**src/rtl/swc_pkg.sv**
```systemverilog
`default_nettype none
// +--------------------------------------------------------------------------+
// | swc_pkg                                                                  |
// | Shared OP-IMM encodings, strobe bundle and sequencer state encoding.     |
// | Revision: 1.0                                                            |
// +--------------------------------------------------------------------------+
package swc_pkg;

   localparam logic [6:0] c_opc_opimm = 7'b0010011;

   localparam logic [2:0] c_f3_addi  = 3'b000;
   localparam logic [2:0] c_f3_slli  = 3'b001;
   localparam logic [2:0] c_f3_slti  = 3'b010;
   localparam logic [2:0] c_f3_sltiu = 3'b011;
   localparam logic [2:0] c_f3_xori  = 3'b100;
   localparam logic [2:0] c_f3_srxi  = 3'b101;
   localparam logic [2:0] c_f3_ori   = 3'b110;
   localparam logic [2:0] c_f3_andi  = 3'b111;

   localparam logic [6:0] c_f7_zero  = 7'b0000000;
   localparam logic [6:0] c_f7_srai  = 7'b0100000;

   typedef enum logic [1:0] {
      ST_IDLE  = 2'd0,
      ST_FETCH = 2'd1,
      ST_EXEC  = 2'd2,
      ST_HALT  = 2'd3
   } state_t;

   typedef struct packed {
      logic addi;
      logic slti;
      logic sltiu;
      logic xori;
      logic ori;
      logic andi;
      logic slli;
      logic srli;
      logic srai;
   } dec_strb_t;

endpackage
`default_nettype wire

```
**src/rtl/ifu_opimm_dec.sv**
```systemverilog
`default_nettype none
// +--------------------------------------------------------------------------+
// | ifu_opimm_dec                                                            |
// | Combinational OP-IMM decoder: one-hot strobes, legality, I-type fields.  |
// | Revision: 1.0                                                            |
// +--------------------------------------------------------------------------+
module ifu_opimm_dec
   import swc_pkg::*;
(
   input  logic [31:0] instr,
   output dec_strb_t   strb,
   output logic        legal,
   output logic        is_opimm,
   output logic [11:0] imm_i,
   output logic [4:0]  rd,
   output logic [4:0]  rs1
);

   logic [2:0] w_funct3;
   logic [6:0] w_funct7;

   assign is_opimm = (instr[6:0] == c_opc_opimm);
   assign w_funct3 = instr[14:12];
   assign w_funct7 = instr[31:25];
   assign imm_i    = instr[31:20];
   assign rd       = instr[11:7];
   assign rs1      = instr[19:15];

   // Shift forms with a non-canonical funct7 leave every strobe low.
   always_comb begin
      strb = '0;
      if (is_opimm) begin
         case (w_funct3)
            c_f3_addi:  strb.addi  = 1'b1;
            c_f3_slti:  strb.slti  = 1'b1;
            c_f3_sltiu: strb.sltiu = 1'b1;
            c_f3_xori:  strb.xori  = 1'b1;
            c_f3_ori:   strb.ori   = 1'b1;
            c_f3_andi:  strb.andi  = 1'b1;
            c_f3_slli:  strb.slli  = (w_funct7 == c_f7_zero);
            c_f3_srxi: begin
               strb.srli = (w_funct7 == c_f7_zero);
               strb.srai = (w_funct7 == c_f7_srai);
            end
            default: strb = '0;
         endcase
      end
   end

   assign legal = (strb != '0);

endmodule
`default_nettype wire

```
**src/rtl/ifu_seq_ctrl.sv**
```systemverilog
`default_nettype none
// +--------------------------------------------------------------------------+
// | ifu_seq_ctrl                                                             |
// | Fetch/execute-window sequencer with OP-IMM decode and pc override.       |
// | Optional: SWC_ILLEGAL_TRAP_EN halts on illegal OP-IMM encodings.         |
// | Revision: 1.0                                                            |
// +--------------------------------------------------------------------------+
module ifu_seq_ctrl
   import swc_pkg::*;
#(
   parameter logic [31:0] RESET_PC    = 32'h0000_0000,
   parameter int unsigned EXEC_CYCLES = 4
)(
   input  logic        hclk,
   input  logic        hrstn,
   output logic        ifu_req,
   output logic [31:0] ifu_addr,
   input  logic        ifu_rvalid,
   input  logic [31:0] ifu_rdata,
   input  logic        exu_stall,
   input  logic        pc_wen,
   input  logic [31:0] pc_wdata,
   output logic [31:0] pc,
   output logic [3:0]  cycle_cnt,
   output logic        dec_branch_en,
   output logic        dec_addi,
   output logic        dec_slti,
   output logic        dec_sltiu,
   output logic        dec_xori,
   output logic        dec_ori,
   output logic        dec_andi,
   output logic        dec_slli,
   output logic        dec_srli,
   output logic        dec_srai,
   output logic [11:0] dec_imm_type_i,
   output logic [4:0]  dec_rd,
   output logic [4:0]  dec_rs1,
   output logic        illegal
);

   localparam logic [3:0] c_last_cnt = 4'(EXEC_CYCLES);

   state_t      r_state;
   state_t      w_state_nxt;
   logic [31:0] r_pc;
   logic [31:0] r_instr;
   logic [3:0]  r_cnt;
   logic        r_ovr_vld;
   logic [31:0] r_ovr_pc;

   logic        w_exec;
   logic        w_fetch_done;
   logic        w_win_end;
   logic        w_trap;
   dec_strb_t   w_strb;
   logic        w_legal;
   logic        w_is_opimm;
   logic [11:0] w_imm;
   logic [4:0]  w_rd;
   logic [4:0]  w_rs1;

   ifu_opimm_dec u_dec (
      .instr    (r_instr),
      .strb     (w_strb),
      .legal    (w_legal),
      .is_opimm (w_is_opimm),
      .imm_i    (w_imm),
      .rd       (w_rd),
      .rs1      (w_rs1)
   );

   assign w_exec       = (r_state == ST_EXEC);
   assign w_fetch_done = (r_state == ST_FETCH) & ifu_rvalid;
   assign w_win_end    = w_exec & (r_cnt == c_last_cnt) & ~exu_stall;

`ifdef SWC_ILLEGAL_TRAP_EN
   logic r_ill;

   // Trap is taken in the first execute cycle, before any strobes could matter.
   assign w_trap = w_exec & (r_cnt == 4'd1) & w_is_opimm & ~w_legal;

   always_ff @(posedge hclk or negedge hrstn) begin
      if (!hrstn) begin
         r_ill <= 1'b0;
      end else if (w_trap) begin
         r_ill <= 1'b1;
      end
   end

   assign illegal = r_ill;
`else
   assign w_trap  = 1'b0;
   assign illegal = 1'b0;
`endif

   always_ff @(posedge hclk or negedge hrstn) begin
      if (!hrstn) begin
         r_state <= ST_IDLE;
      end else begin
         r_state <= w_state_nxt;
      end
   end

   always_comb begin
      w_state_nxt = r_state;
      ifu_req     = 1'b0;
      case (r_state)
         ST_IDLE:  w_state_nxt = ST_FETCH;
         ST_FETCH: begin
            ifu_req = 1'b1;
            if (ifu_rvalid) begin
               w_state_nxt = ST_EXEC;
            end
         end
         ST_EXEC: begin
            if (w_trap) begin
               w_state_nxt = ST_HALT;
            end else if (w_win_end) begin
               w_state_nxt = ST_FETCH;
            end
         end
         ST_HALT:  w_state_nxt = ST_HALT;
         default:  w_state_nxt = ST_IDLE;
      endcase
   end

   always_ff @(posedge hclk or negedge hrstn) begin
      if (!hrstn) begin
         r_pc      <= RESET_PC;
         r_instr   <= '0;
         r_cnt     <= '0;
         r_ovr_vld <= 1'b0;
         r_ovr_pc  <= '0;
      end else if (w_fetch_done) begin
         r_instr <= ifu_rdata;
         r_cnt   <= 4'd1;
      end else if (w_exec) begin
         if (w_trap || w_win_end) begin
            r_cnt <= '0;
         end else if (!exu_stall) begin
            r_cnt <= r_cnt + 4'd1;
         end
         // An override arriving in the closing cycle beats the latched one.
         if (w_win_end) begin
            r_pc      <= pc_wen    ? pc_wdata :
                         r_ovr_vld ? r_ovr_pc : r_pc + 32'd4;
            r_ovr_vld <= 1'b0;
         end else if (w_trap) begin
            r_ovr_vld <= 1'b0;
         end else if (pc_wen) begin
            r_ovr_vld <= 1'b1;
            r_ovr_pc  <= pc_wdata;
         end
      end
   end

   assign pc             = r_pc;
   assign ifu_addr       = r_pc;
   assign cycle_cnt      = r_cnt;
   assign dec_branch_en  = w_exec & w_legal;
   assign dec_addi       = w_exec & w_strb.addi;
   assign dec_slti       = w_exec & w_strb.slti;
   assign dec_sltiu      = w_exec & w_strb.sltiu;
   assign dec_xori       = w_exec & w_strb.xori;
   assign dec_ori        = w_exec & w_strb.ori;
   assign dec_andi       = w_exec & w_strb.andi;
   assign dec_slli       = w_exec & w_strb.slli;
   assign dec_srli       = w_exec & w_strb.srli;
   assign dec_srai       = w_exec & w_strb.srai;
   assign dec_imm_type_i = w_exec ? w_imm : 12'd0;
   assign dec_rd         = w_exec ? w_rd  : 5'd0;
   assign dec_rs1        = w_exec ? w_rs1 : 5'd0;

endmodule
`default_nettype wire

```
**config.mk**
```make
export PLATFORM = sky130hd
export DESIGN_NAME = ifu_seq_ctrl
export DESIGN_NICKNAME = d
export VERILOG_FILES = /design/src/rtl/swc_pkg.sv /design/src/rtl/ifu_opimm_dec.sv /design/src/rtl/ifu_seq_ctrl.sv
export SDC_FILE = /design/constraint.sdc
export NUM_CORES = 1
export LEC_CHECK = 0
export ABC_AREA = 1
export BUFFER_PORTS_ARGS = -buffer_cell sky130_fd_sc_hd__buf_2
export CORE_ASPECT_RATIO = 0.75
export CORE_MARGIN = 2
export CORE_UTILIZATION = 53
export DETAILED_ROUTE_END_ITERATION = 8
export PLACE_DENSITY = 0.88
export SYNTH_ARGS = -nofsm -noshare
export SYNTH_HDL_FRONTEND = slang
export SYNTH_SLANG_ARGS = --single-unit
```
**constraint.sdc**
```tcl
create_clock -name hclk -period 1.75 [get_ports hclk]
set_input_delay 0.175 -clock hclk [delete_from_list [all_inputs] [get_ports hclk]]
set_output_delay 0.175 -clock hclk [all_outputs]
set_load 0.02 [all_outputs]
```
=== Word level (Yosys, flattened, before mapping) ===
Cells that the tools add are included.

* Register bits after elaboration: 103
* Logic and storage cells: 75

* Add/sub/neg operators: 2
* Equal/unequal tests: 16
* Mux-type cells: 24
* Bitwise logic cells: 16
* Reduce and logical (&&, ||, !) cells: 11

{| class="wikitable"
|+ Operators by type and width
! operator !! count
|-
| $mux W32 || 2
|-
| $add A32 B3 Y32 const B || 1
|-
| $mux W4 || 4
|-
| $and A1 B1 Y1 || 13
|-
| $eq A3 B3 Y1 const B || 4
|-
| $mux W12 || 1
|-
| $mux W1 || 10
|-
| $mux W5 || 2
|-
| $mux W9 || 1
|-
| $reduce_bool A9 Y1 || 1
|-
| $pmux W2 S4 || 1
|-
| $eq A7 B5 Y1 const B || 1
|-
| $eq A7 B6 Y1 const B || 1
|-
| $logic_not A7 Y1 || 1
|-
| $eq A3 B2 Y1 const B || 2
|-
| $mux W2 || 3
|-
| $reduce_and A3 Y1 || 2
|-
| $add A4 B1 Y4 const B || 1
|-
| $eq A2 B2 Y1 const B || 2
|-
| $eq A4 B3 Y1 const B || 1
|-
| $reduce_and A2 Y1 || 2
|-
| $reduce_and A4 Y1 || 1
|-
| $reduce_bool A2 Y1 || 2
|-
| $eq A3 B1 Y1 const B || 1
|-
| other kinds (7) || 9
|}

=== Depth between registers and ports, before layout ===
* Depth after elaboration: 6
* Gate-level depth with buffers: 10
* Mapped depth without buffers: 10

=== By module ===
From an unflattened synthesis, not the netlist that was laid out.

* Cell total of the unflattened synthesis: 886
* Area, all modules: 6197.2 sq um

{| class="wikitable"
|+ By module, submodules not included
! module !! times used !! cells an instance !! area an instance (sq um) !! seq. area each (sq um)
|-
| ifu_seq_ctrl || 1 || 813 || 5795.6 || 2577.5
|-
| ifu_opimm_dec || 1 || 73 || 401.6 || 0.0
|}

=== Worst setup path before layout ===
OpenSTA, ideal clock, no wires.

* Path type: register to output
* Start point: register r_state[0]
* End point: output port dec_srai
* Arrival time: 1.371 ns
* Required time: 1.575 ns
* Slack: 0.204 ns
* Cell stages (with the launch flop): 7
* Buffers on the path: 1
* Cell sequence: dfrtp_1 -> inv_1 -> nand2_2 -> buf_2 -> inv_1 -> nand3_1 -> nor3_1

* Longest elaborated chain between the ends: 2

{| class="wikitable"
|+ Ends and longest elaborated chain
! element !! RTL line !! RTL
|-
| start: declaration || ifu_seq_ctrl.sv:43 || <nowiki>state_t r_state;</nowiki>
|-
| start signal: assignment || ifu_seq_ctrl.sv:100 || <nowiki>r_state <= w_state_nxt;</nowiki>
|-
| $eq A2 B2 Y1 || ifu_seq_ctrl.sv:72 || <nowiki>assign w_exec = (r_state == ST_EXEC);</nowiki>
|-
| $and A1 B1 Y1 || ifu_seq_ctrl.sv:169 || <nowiki>assign dec_srai = w_exec & w_strb.srai;</nowiki>
|-
| end: declaration || ifu_seq_ctrl.sv:34 || <nowiki>output logic dec_srai,</nowiki>
|}

No other way between the ends.

=== Worst setup path after layout ===
* Start point: register r_instr[13]
* End point: output port dec_branch_en

* Longest elaborated chain between the ends: 5

{| class="wikitable"
|+ Ends and longest elaborated chain
! element !! RTL line !! RTL
|-
| start: declaration || ifu_seq_ctrl.sv:46 || <nowiki>logic [31:0] r_instr;</nowiki>
|-
| start signal: assignment || ifu_seq_ctrl.sv:135 || <nowiki>r_instr <= ifu_rdata;</nowiki>
|-
| $eq A3 B3 Y1, or another cell as far along || ifu_opimm_dec.sv:33 || <nowiki>case (w_funct3)</nowiki>
|-
| $mux W2 or $mux W1 (tied branches) || ifu_opimm_dec.sv:33 ||
|-
| $mux W9 * || ifu_opimm_dec.sv:32 || <nowiki>if (is_opimm) begin</nowiki>
|-
| $reduce_bool A9 Y1 * || ifu_opimm_dec.sv:50 || <nowiki>assign legal = (strb != '0);</nowiki>
|-
| $and A1 B1 Y1 * || ifu_seq_ctrl.sv:160 || <nowiki>assign dec_branch_en = w_exec & w_legal;</nowiki>
|-
| end: declaration || ifu_seq_ctrl.sv:25 || <nowiki>output logic dec_branch_en,</nowiki>
|}

Every way passes the cells marked *; elsewhere a longest branch is shown, timed or not.

==> out/metrics.yaml <==
status: "finished with violations"
violations: "negative setup slack"
syn2layout_area_growth_pct: 20.4
n_antenna_cell: 0
num_vias: 5633
avgSynthCellArea_um2: 7.42
die_area_mm2: 0.0122
fp.coreArea_mm2: 0.0110
grtUsageTotal: 0.248
htree_levels: 3
row_count: 33
fin_ws_ns: -0.118
die_h_um: 96.2
period_share: 1.07
ant_nets: 0
leakagePower_nw: 3.75
clk_pin_slew_ns: 0.07
ir_drop_mv: 0.696
drc: 0
firstDrtPassIters: 6
start_util: 0.547
skew_ns: 0.00886
portBuffers: 169
tritoncts: "built"
fin_nets: 1020
cp.arrival_ns: 1.69
synth_nets: 881
grt_overflow: 0
finalSetupTns_ns: -0.258
crit_path_end_kind: "output pin"
power_w: 0.0115
final-setup-viol-count: 5
wl_mm: 15.7
cp.required_ns: 1.57
die_x_um: 127
syn_inst: 809
cts_root_buf: "clkbuf_16"
viasPerCell: 5.16
worstSetupPathType: "flop to output pin"
maxCapViolations: 0
fillers: 934
slew_viol_final: 0
syn_area_mm2: 0.00601
path_max_fanout: 4
antenna_found_initial: 0
globalplace.congestion: 0.950
grt_first_pass_wirelength_mm: 24.1
io_pins: 171
max_freq_mhz: 535
place_ws_ns: 0.113
hold_violations: 0
ys_seq_area_frac: 0.429
layout-drive-gt1-share: 0.294
wire_per_inst_um: 14.4
placed_area_mm2: 0.00678
grt_max_degree: 58
grt_pass1_vias: 4923
clk_path_buf_depth: 2
min-delay-path-class: "primary input to flop"
dpl.hpwl_mm: 11.1
power_density_mw_per_mm2: 1590
rsz0062_at_grt: "yes"
startpoint_type: "flop"
ys_types: 35
yosysWarnings: 0
fin_crit_ns: 1.87
clk_latency_ns: 0.35
clkSinkCount: 103
drt_iter0_drc: 523
numCtsBuffers: 9
final_design_area_no_fill_mm2: 0.00723
ys_ff_latch: 103
==> path summary, 6_finish.rpt <==
path | depth (start not counted) | slack, ns | endpoint | from
min in group asynchronous | 2 | 0.32 | r_ovr_pc[14]$_DFFE_PN0P_ | hrstn
max in group asynchronous | 3 | 0.85 | ifu_addr[2]$_DFFE_PN0P_ | hrstn
setup / recovery | 10 | -0.12 | dec_branch_en | r_instr[13]$_DFFE_PN0P_
hold reg to reg | 2 | 0.48 | r_ovr_pc[0]$_DFFE_PN0P_ | r_ovr_pc[0]$_DFFE_PN0P_
setup reg to reg | 10 | 0.11 | ifu_addr[14]$_DFFE_PN0P_ | r_state[0]$_DFFE_PN0P_
hold / removal | 3 | 0.03 | r_instr[1]$_DFFE_PN0P_ | ifu_rdata[1]
==> critical path: stages (launching register included) <==
cell and delay, ns:
dfrtp_1 0.40, inv_2 0.07, nand2_2 0.06, nor3_2 0.16, nand2_2 0.11, nor2_1 0.15, nand2_2 0.08, nand3_2 0.07
nand2_1 0.05, inv_1 0.07, buf_6 0.12
==> layout make-up <==
| type | instances | area [um2] | area share |
|---|---|---|---|
| Clock buffer | 15 | 278 | 0.0384 |
| Inverter | 101 | 379 | 0.0524 |
| Multi-Input combinational cell | 541 | 2670 | 0.369 |
| Sequential cell | 103 | 2580 | 0.357 |
| Tap cell | 140 | 175 | 0.0242 |
| Timing Repair Buffer | 192 | 1150 | 0.160 |
==> cells in the mapped netlist <==
library cell	number	area, um2
o22ai_1	1	6.26
clkbuf_1	4	15.0
nand3_1	35	175
buf_2	16	80.1
inv_2	3	11.3
o221ai_1	1	8.76
nor2_2	6	37.5
and2_1	2	12.5
nor3_1	8	40.0
nand2_4	1	11.3
xnor2_1	2	17.5
a21oi_1	29	145
nand2_2	5	31.3
and3_1	1	6.26
nand2_1	198	743
nand3_4	1	17.5
buf_6	9	101
o21ai_2	33	289
ha_1	3	37.5
o21ai_0	75	375
o21bai_1	1	7.51
or2_2	2	12.5
a22oi_1	5	37.5
a31oi_1	3	18.8
inv_1	98	368
a41oi_1	1	8.76
buf_4	33	248
conb_1	1	3.75
nor2_1	114	428
dfrtp_1	103	2580
nand4_1	1	6.26
buf_1	2	7.51
nand3b_1	3	22.5
o21a_1	1	7.51
nor2_4	8	90.1
==> cells by family after synthesis <==
kind of cell,share of synthesized area
AND/OR/NAND/NOR,0.272
buffers and inverters,0.138
AO/OA/AOI/OAI,0.151
flip-flops,0.429
adder cells (fa/ha/maj),0.00625
XOR/XNOR,0.00292
other,0.000624
==> per-layer routing <==
layer / global-route usage / share of wire
met1: 0.375 / 0.47
met2: 0.361 / 0.45
met3: 0.0550 / 0.069
met4: 0.0641 / 0.016
met5: 0 / 0
==> repair_timing <==
action	4_1_cts	5_1_grt
setup buffers	5	1
endpoints found under the setup margin	9	38
gates resized for setup	15	23
endpoints found under the hold margin	31	0
hold buffers	1	0
pin swaps	3	7
==> state kept, by name, summed over array words and instances, names as in the netlist <==
| name | flops |
|---|---|
| r_ovr_pc | 32 |
| r_instr | 32 |
| ifu_addr | 32 |
| r_state | 2 |
| cycle_cnt | 4 |
| r_ovr_vld | 1 |
==> power breakdown <==
group          total [W]  leakage, nW  switching (W)  internal, W
combinational    0.00524         2.34        0.00337      0.00187
sequential       0.00437         1.27       0.000907      0.00346
clock            0.00191        0.136       0.000835      0.00108
total             0.0115         3.75        0.00511      0.00641
==> layout by cell type, fill, tap and decap left out, types with 9 or more instances in the layout <==
| cell | count |
|---|---|
| o21ai_2 | 33 |
| inv_1 | 93 |
| nor2_4 | 11 |
| nor2_1 | 109 |
| clkbuf_16 | 9 |
| buf_4 | 19 |
| a21oi_1 | 29 |
| o21ai_0 | 75 |
| dfrtp_1 | 103 |
| nand2_1 | 195 |
| nand3_1 | 33 |
| buf_2 | 160 |
==> metrics by stage <==
step                       util  std cells  hold WS (ns)
after detailed placement  0.617       1070         0.158
after global placement    0.617       1070         0.160
after CTS                 0.651       1091        0.0229
final                     0.658       1092        0.0251
after global routing      0.658       1092        0.0346
after floorplan               -        809        -0.121
No activity file was read; power rests on OpenSTA's default activity.
